===== config.mk =====
export PLATFORM = sky130hd
export DESIGN_NAME = uart_tx_arbiter
export DESIGN_NICKNAME = d
export VERILOG_FILES = /design/src/rtl/uart_tx_arbiter.sv
export SDC_FILE = /design/constraint.sdc
export NUM_CORES = 1
export LEC_CHECK = 0
export CORE_UTILIZATION = 36
export DETAILED_ROUTE_END_ITERATION = 12
export PLACE_DENSITY_LB_ADDON = 0.3
export SLEW_MARGIN = 20
export SYNTH_ARGS = -nofsm -noshare
export SYNTH_HDL_FRONTEND = slang
export SYNTH_SLANG_ARGS = --single-unit

===== constraint.sdc =====
create_clock -name clk -period 1.71 [get_ports clk]
set_input_delay 0.4275 -clock clk [delete_from_list [all_inputs] [get_ports clk]]
set_output_delay 0.4275 -clock clk [all_outputs]
set_load 0.02 [all_outputs]

===== src/rtl/uart_tx_arbiter.sv =====
// uart_tx_arbiter: round-robin arbiter that shares one UART sender among N
// byte producers. Each producer hands over a byte through a four-phase req/ack
// handshake. The byte is latched into a holding register, the producer is
// released, and the same four-phase handshake is then replayed toward the
// sender.
//
// Optional feature: define UART_ARB_TIMEOUT_EN to build the sender-acknowledge
// timeout. It sets the sticky err flag and drops the byte if snd_ack does not
// arrive within TO_CYCLES cycles in SREQ. Without the macro, err is tied low
// and SREQ waits without limit.
//
// state | meaning
// ------+-----------------------------------------------------------------
// IDLE  | no owner; arbitrate among src_req, scanning upward from last+1
// GRANT | src_ack[grant_id] high; wait for the producer to drop its request
// SREQ  | snd_req high toward the sender; wait for snd_ack
// SREL  | snd_req low; wait for snd_ack to fall before accepting a new grant

module uart_tx_arbiter #(
   parameter int N         = 4,
   parameter int ID_W      = 2,
   parameter int TO_CYCLES = 4095
) (
   input  logic            clk,
   input  logic            clr,
   input  logic [N-1:0]    src_req,
   input  logic [8*N-1:0]  src_data,
   output logic [N-1:0]    src_ack,
   output logic            snd_req,
   output logic [7:0]      snd_data,
   input  logic            snd_ack,
   output logic            busy,
   output logic [ID_W-1:0] grant_id,
   output logic            err
);

   typedef enum logic [1:0] {
      IDLE  = 2'd0,
      GRANT = 2'd1,
      SREQ  = 2'd2,
      SREL  = 2'd3
   } state_t;

   localparam logic [ID_W-1:0] LAST_RST = ID_W'(N - 1);

   // Reject parameter sets the arbiter cannot represent.
   if (N < 2 || N > 8 || (1 << ID_W) < N || TO_CYCLES < 1 || TO_CYCLES > 4095) begin : g_bad_cfg
      $error("uart_tx_arbiter: unsupported N/ID_W/TO_CYCLES combination");
   end

   state_t          state;
   logic [ID_W-1:0] last;
   logic [7:0]      hold;
   logic            pick_vld;
   logic [ID_W-1:0] pick_idx;

`ifdef UART_ARB_TIMEOUT_EN
   // Down-counter loaded on SREQ entry; terminal count 0 ends the TO_CYCLES-th
   // cycle spent in SREQ.
   localparam logic [11:0] TO_LOAD = 12'(TO_CYCLES - 1);
   logic [11:0] tmr;
   logic        err_q;
   assign err = err_q;
`else
   assign err = 1'b0;
`endif

   assign snd_data = hold;

   // Rotating priority: the first requester found at last+1, last+2, ... (mod N).
   // The loop runs from the farthest candidate to the nearest so the nearest wins.
   always_comb begin
      int cand;
      pick_vld = 1'b0;
      pick_idx = '0;
      cand     = 0;
      for (int k = N; k >= 1; k--) begin
         cand = (int'(last) + k) % N;
         if (src_req[cand[ID_W-1:0]]) begin
            pick_vld = 1'b1;
            pick_idx = cand[ID_W-1:0];
         end
      end
   end

   // Handshake FSM with registered outputs. The holding register is written
   // only on the grant, so the sender sees a stable byte through SREL.
   always_ff @(posedge clk) begin
      if (clr) begin
         state    <= IDLE;
         last     <= LAST_RST;
         hold     <= '0;
         grant_id <= '0;
         src_ack  <= '0;
         snd_req  <= 1'b0;
         busy     <= 1'b0;
`ifdef UART_ARB_TIMEOUT_EN
         tmr      <= '0;
         err_q    <= 1'b0;
`endif
      end else begin
         case (state)
            IDLE: begin
               if (pick_vld) begin
                  hold     <= src_data[{pick_idx, 3'b000} +: 8];
                  grant_id <= pick_idx;
                  last     <= pick_idx;
                  src_ack  <= N'(1) << pick_idx;
                  busy     <= 1'b1;
                  state    <= GRANT;
               end
            end
            GRANT: begin
               if (!src_req[grant_id]) begin
                  src_ack <= '0;
                  snd_req <= 1'b1;
                  state   <= SREQ;
`ifdef UART_ARB_TIMEOUT_EN
                  tmr     <= TO_LOAD;
`endif
               end
            end
            SREQ: begin
               if (snd_ack) begin
                  snd_req <= 1'b0;
                  state   <= SREL;
               end
`ifdef UART_ARB_TIMEOUT_EN
               else if (tmr == '0) begin
                  // Sender never answered: drop the byte, keep the rotation.
                  snd_req <= 1'b0;
                  busy    <= 1'b0;
                  err_q   <= 1'b1;
                  state   <= IDLE;
               end else begin
                  tmr <= tmr - 12'd1;
               end
`endif
            end
            SREL: begin
               if (!snd_ack) begin
                  busy  <= 1'b0;
                  state <= IDLE;
               end
            end
            default: state <= IDLE;
         endcase
      end
   end

endmodule

# Word-level counts from Yosys, hierarchy flattened
# Index checks and enable logic that the tools add are counted.
[totals]
ff_bits = 20
ramBits = 0
input_bits = 39
romBits = 0
wordCells = 66
out_inout_bits = 17
mem_count = 0
latchBits = 0
[op_classes]
add_sub_neg = 4
n_reduce_logical = 9
magnitude_cmp = 5
n_bitwise = 0
n_mux = 32
shift = 2
n_eq_ne = 7
mul = 0
div = 0
[op_table]
columns = ["operator", "n"]
rows = [
  ["32-bit by 6-bit variable part select with 8-bit output", 1],
  ["2-bit two-way mux", 8],
  ["2-bit by 3-bit < comparator with 1-bit output, second input constant", 5],
  ["1-bit two-way mux", 13],
  ["1-bit binary-select mux with 2-bit select", 5],
  ["3-bit AND reduction", 3],
  ["4-bit two-way mux", 2],
  ["2-bit != test, second input constant", 4],
  ["2-bit case mux with 4 select lines", 1],
  ["4-bit case mux with 2 select lines", 1],
  ["2-bit nonzero test", 3],
  ["2-bit by 1-bit adder with 2-bit output, second input constant", 2],
  ["2-bit adder, second input constant", 2],
  ["2-bit == test, second input constant", 2],
  ["1-bit case mux with 2 select lines", 2],
  ["4-bit AND reduction", 1],
  ["1-bit by 2-bit << shifter with 4-bit output, first input constant", 1],
  ["2-bit by 1-bit == test with 1-bit output, second input constant", 1],
  ["2-bit logical NOT", 1],
  ["2-bit AND reduction", 1],
]

# Longest topological paths before layout
[depth]
ltp_word = 10
ltp_mapped = 8
depth_no_buf = 7

# Least setup slack after synthesis
# OpenSTA, ideal clock, no wires.
[synth_timing]
path_kind = "input to register"
startpoint = "input src_req[0]"
endpoint = "register hold[3] (netlist: snd_data[3])"
required_time_ps = 1591
path_stages = 6
path_buffers = 1
setup_time_ps = 119
t_arrival_ps = 1725
setup_slack_ps = -133
cell_sequence = "nand2b_1 -> and3_1 -> o32ai_1 -> buf_2 -> mux2_2 -> o221a_1"
[synth_between]
elab_chain_len = 7
word_cells_on_any_way = 18
cone_classes = "1 x shift; 16 x mux; 1 x reduce/logical"
[synth_rtl]
columns = ["item", "line_no", "text"]
rows = [
  ["start, declared", "26", "input logic [N-1:0] src_req,"],
  ["1-bit binary-select mux with 2-bit select", "79", "if (src_req[cand[ID_W-1:0]]) begin"],
  ["1-bit two-way mux (implied by the code)", "79", ""],
  ["2-bit two-way mux or 1-bit two-way mux (tied branches) (4 in series)", "79", ""],
  ["32-bit by 6-bit variable part select with 8-bit output or 2-bit AND reduction (tied branches)", "-", ""],
  ["end signal, assigned", "105", "hold <= src_data[{pick_idx, 3'b000} +: 8];"],
  ["end, declared", "53", "logic [7:0] hold;"],
]
# Several ways; a longest one is shown, not always the timed one. The select of a mux whose other input is x is not followed.
# A chain may end at the register's enable or synchronous reset.

# Worst setup path in the final report
[layout_timing]
startpoint = "register last[0]"
endpoint = "register hold[6] (netlist: snd_data[6])"
[layout_between]
elab_chain_len = 8
word_cells_on_any_way = 22
cone_classes = "4 x add/sub; 1 x shift; 16 x mux; 1 x reduce/logical"
[layout_rtl]
columns = ["item", "line_no", "text"]
rows = [
  ["start, declared", "52", "logic [ID_W-1:0] last;"],
  ["start signal, assigned", "107", "last <= pick_idx;"],
  ["2-bit by 1-bit adder with 2-bit output", "78", "cand = (int'(last) + k) % N;"],
  ["1-bit binary-select mux with 2-bit select", "79", ""],
  ["1-bit two-way mux (implied by the code)", "79", ""],
  ["2-bit two-way mux or 1-bit two-way mux (tied branches) (4 in series)", "79", ""],
  ["32-bit by 6-bit variable part select with 8-bit output or 2-bit AND reduction (tied branches)", "-", ""],
]
# Several ways; a longest one is shown, not always the timed one. The select of a mux whose other input is x is not followed.

==> results.txt <==
Power Density -> 1470 mW/mm^2
VDD IR max -> 0.662 mV
Worst slack, placed -> -633 ps
Post-DR wirelength/cell -> 13.5 microns
Most common cell after layout, fill and taps aside -> clkdlybuf4s50_1
Number of global-route vias before repair -> 1314
Total Routed Length -> 3.35 mm
Period utilization -> 1.02
Final worst setup slack -> -39.6 ps
Number of max-cap violations -> 0
Clk pwr share -> 0.093
Avg Cell Area, Syn -> 8.72 sq um
Die Area -> 0.00348 sq mm
Psw -> 0.00118 W
Violation count after the first detailed-routing iteration -> 29
CTS tree -> built
Area growth syn-to-layout -> 76.2%
Fillers -> 259
Setup CP Type -> reg -> reg
Netlist Area Pre-Place -> 0.00117 sq mm
Initial antenna violation count -> 0
Hold slack -> 454 ps
Clk root buf -> clkbuf_4
Fmax -> 572 MHz
Core area -> 0.00308 sq mm
CP required -> 1910 ps
EDFF count, synth -> 0
Overall power -> 0.00302 W
Die Width -> 59.0 microns
Worst Path Arrival -> 1950 ps
Worst-case clock buffer depth -> 2
CTS Buf Count -> 3
H-tree lvl count -> 1
Hold endpoint -> src_ack[0]
CTS Sinks -> 20
Fin cells -> 248
Drt first pass iters -> 4
Most frequent cells in the layout -> 35 x clkdlybuf4s50_1, 24 x nor2_1, 18 x dfxtp_1
Clock transition at the registers of the reported paths -> 120 ps
RSZ-0062 raised after global routing -> true
Clk_lat worst skew -> 310 ps
Chip height -> 59.0 microns
Final setup vio count -> 8
Synth area leader -> dfxtp_1
Routed Antenna Nets -> 0
Share of cells above drive strength 1 -> 0.270
Synthesized Nets -> 177
Min Tclk post-route -> 1750 ps
Status -> finished, violations left
CP max stage delay -> 350 ps
Multi-input gate area -> 815 sq um
CP startpoint kind -> flip-flop
Ranking of synthesized cells by area -> dfxtp_1 34%, mux2_2 8.7%, nor2_1 7.7%
Yosys cell types -> 32
Initial Utilization -> 0.380
Number of synthesized register bits -> 20
CP max-delay cell -> dfxtp_2
Reg power frac -> 0.260
GRT Util Overall -> 0.211
GP Congestion -> 0.744
Layout Nets -> 248
Register area -> 403 sq um
Failing checks -> setup timing
Worst Path Buf+Inv -> 1
GRT overflow -> 0
Crit path max-delay family -> compound AO/OA/AOI/OAI gates
First-pass GRT wire length -> 5.50 mm
Dpl cells -> 243
Worst flop-to-flop path startpoint -> last[0]
# IOs -> 56
Register-to-Register Path Depth -> 6
Crit path capture type -> flip-flop
Switching fraction of total power -> 0.392
Critical path fanouts, max -> 8
Combinational share of power -> 0.647
Rows -> 20
Reg-to-Reg End -> snd_data[6]
Vias post-DR -> 1258
Min-delay src -> src_ack[0]
Worst Skew -> 10.5 ps
FFs w/ async S/R, synth -> 0
Fin. Hold Viols -> 0
Hold WC Path Type -> reg -> reg
Final Max Tran Viols -> 0
Pleak -> 1.02 nW
Vias per cell -> 5.07
Top cell type's share of synthesized area -> 0.343
I/O Buffers -> 54
Hold Path Depth -> 2
Critical path cell sequence -> nand2b_4 -> and3_4 -> o32ai_4 -> buf_12 -> mux2_2 -> o221a_1
Cells after Synth -> 134
Reg2reg setup slack -> -40 ps
Sequential cell area fraction in the yosys report -> 0.343
Primary FF master, synth -> dfxtp_1
Inserted Diodes -> 0
Yosys warns -> 0
Dpl hpwl -> 2.58 mm
# DRC -> 0
Pin count of the biggest net entering global routing -> 21
P_int -> 0.00184 W
[sequential cells by signal, indices dropped and copies added (netlist names)]
| signal | flops |
|---|---|
| snd_req | 1 |
| src_ack | 4 |
| state | 2 |
| grant_id | 2 |
| snd_data | 8 |
| last | 2 |
| busy | 1 |
[stage by stage]
stage | util | area (sq um) | TNS [ps]
floorplan | - | 1220 | -8.31
global placement | 0.626 | 1930 | -8810
detailed placement | 0.626 | 1930 | -9810
CTS | 0.663 | 2040 | -401
global route | 0.669 | 2060 | -551
finish | 0.669 | 2060 | -202
[what timing repair did]
item	4_1_cts	5_1_grt
resized for setup	27	20
pin swaps	4	6
setup buffers	1	8
hold buffers	0	0
endpoints found under the setup margin	22	22
cloned	1	0
[worst max path at each step]
stage	endpoint	cells after the start	startpoint	slack, ps
final	snd_data[6]	6	last[0]	-40
after global routing	snd_data[6]	6	src_req[2]	-80
after CTS	snd_data[5]	8	last[0]	-50
after detailed placement	snd_data[0]	7	src_req[1]	-630
after global placement	src_ack[3]	6	src_req[1]	-580
after floorplan	snd_data[3]	6	src_req[0]	-2
[kinds of logic after synthesis]
kind of cell / Yosys count / share of synthesized area
AOI/OAI and AO/OA: 27 / 0.183
and+or+nand+nor: 50 / 0.191
muxes: 19 / 0.191
buffers and inverters: 13 / 0.0471
DFF: 20 / 0.343
adders and majority gates: 4 / 0.0428
other: 1 / 0.00321
[final cells by class]
| class | count | area share |
|---|---|---|
| clock buffer | 4 | 0.0176 |
| inverter | 6 | 0.0109 |
| multi-input combinational | 101 | 0.396 |
| sequential | 20 | 0.196 |
| tap | 44 | 0.0267 |
| timing repair buffer | 73 | 0.354 |
[power groups by stage]
stage               logic [W]  clock network [W]  registers (W)
floorplan            0.000889                  0       0.000971
global placement      0.00180                  0       0.000784
global route          0.00211           0.000296       0.000807
detailed placement    0.00185                  0       0.000788
finish                0.00196           0.000281       0.000784
CTS                   0.00200           0.000284       0.000785
[worst min-delay path: cells and delay by family (launching register included)]
| family | cells | cell delay, ps |
|---|---|---|
| AO/OA/AOI/OAI | 1 | 50 |
| flip-flops | 1 | 320 |
| AND/OR/NAND/NOR | 1 | 50 |
[cells in the mapped netlist (2+ instances only)]
library cell and number:
a21oi_1 8, buf_2 2, or3_1 2, mux2i_1 2, nand2_1 13, nand3_1 2
inv_1 6, o21ai_0 2, a221oi_1 2, o221a_1 8, nor2_1 24, ha_1 4
or3b_1 2, mux2_2 9, mux2_1 7, clkbuf_1 4, o211ai_1 2, nand2b_1 2
dfxtp_1 20
[routing by layer]
layer / global-route usage / vias to the layer above / wire [microns]
met5: 0 / - / 0
met4: 0.0850 / 0 / 61
met3: 0.0415 / 6 / 163
met2: 0.393 / 46 / 1790
met1: 0.232 / 588 / 1330
li1: - / 618 / -
(Power assumes the default switching activity.)
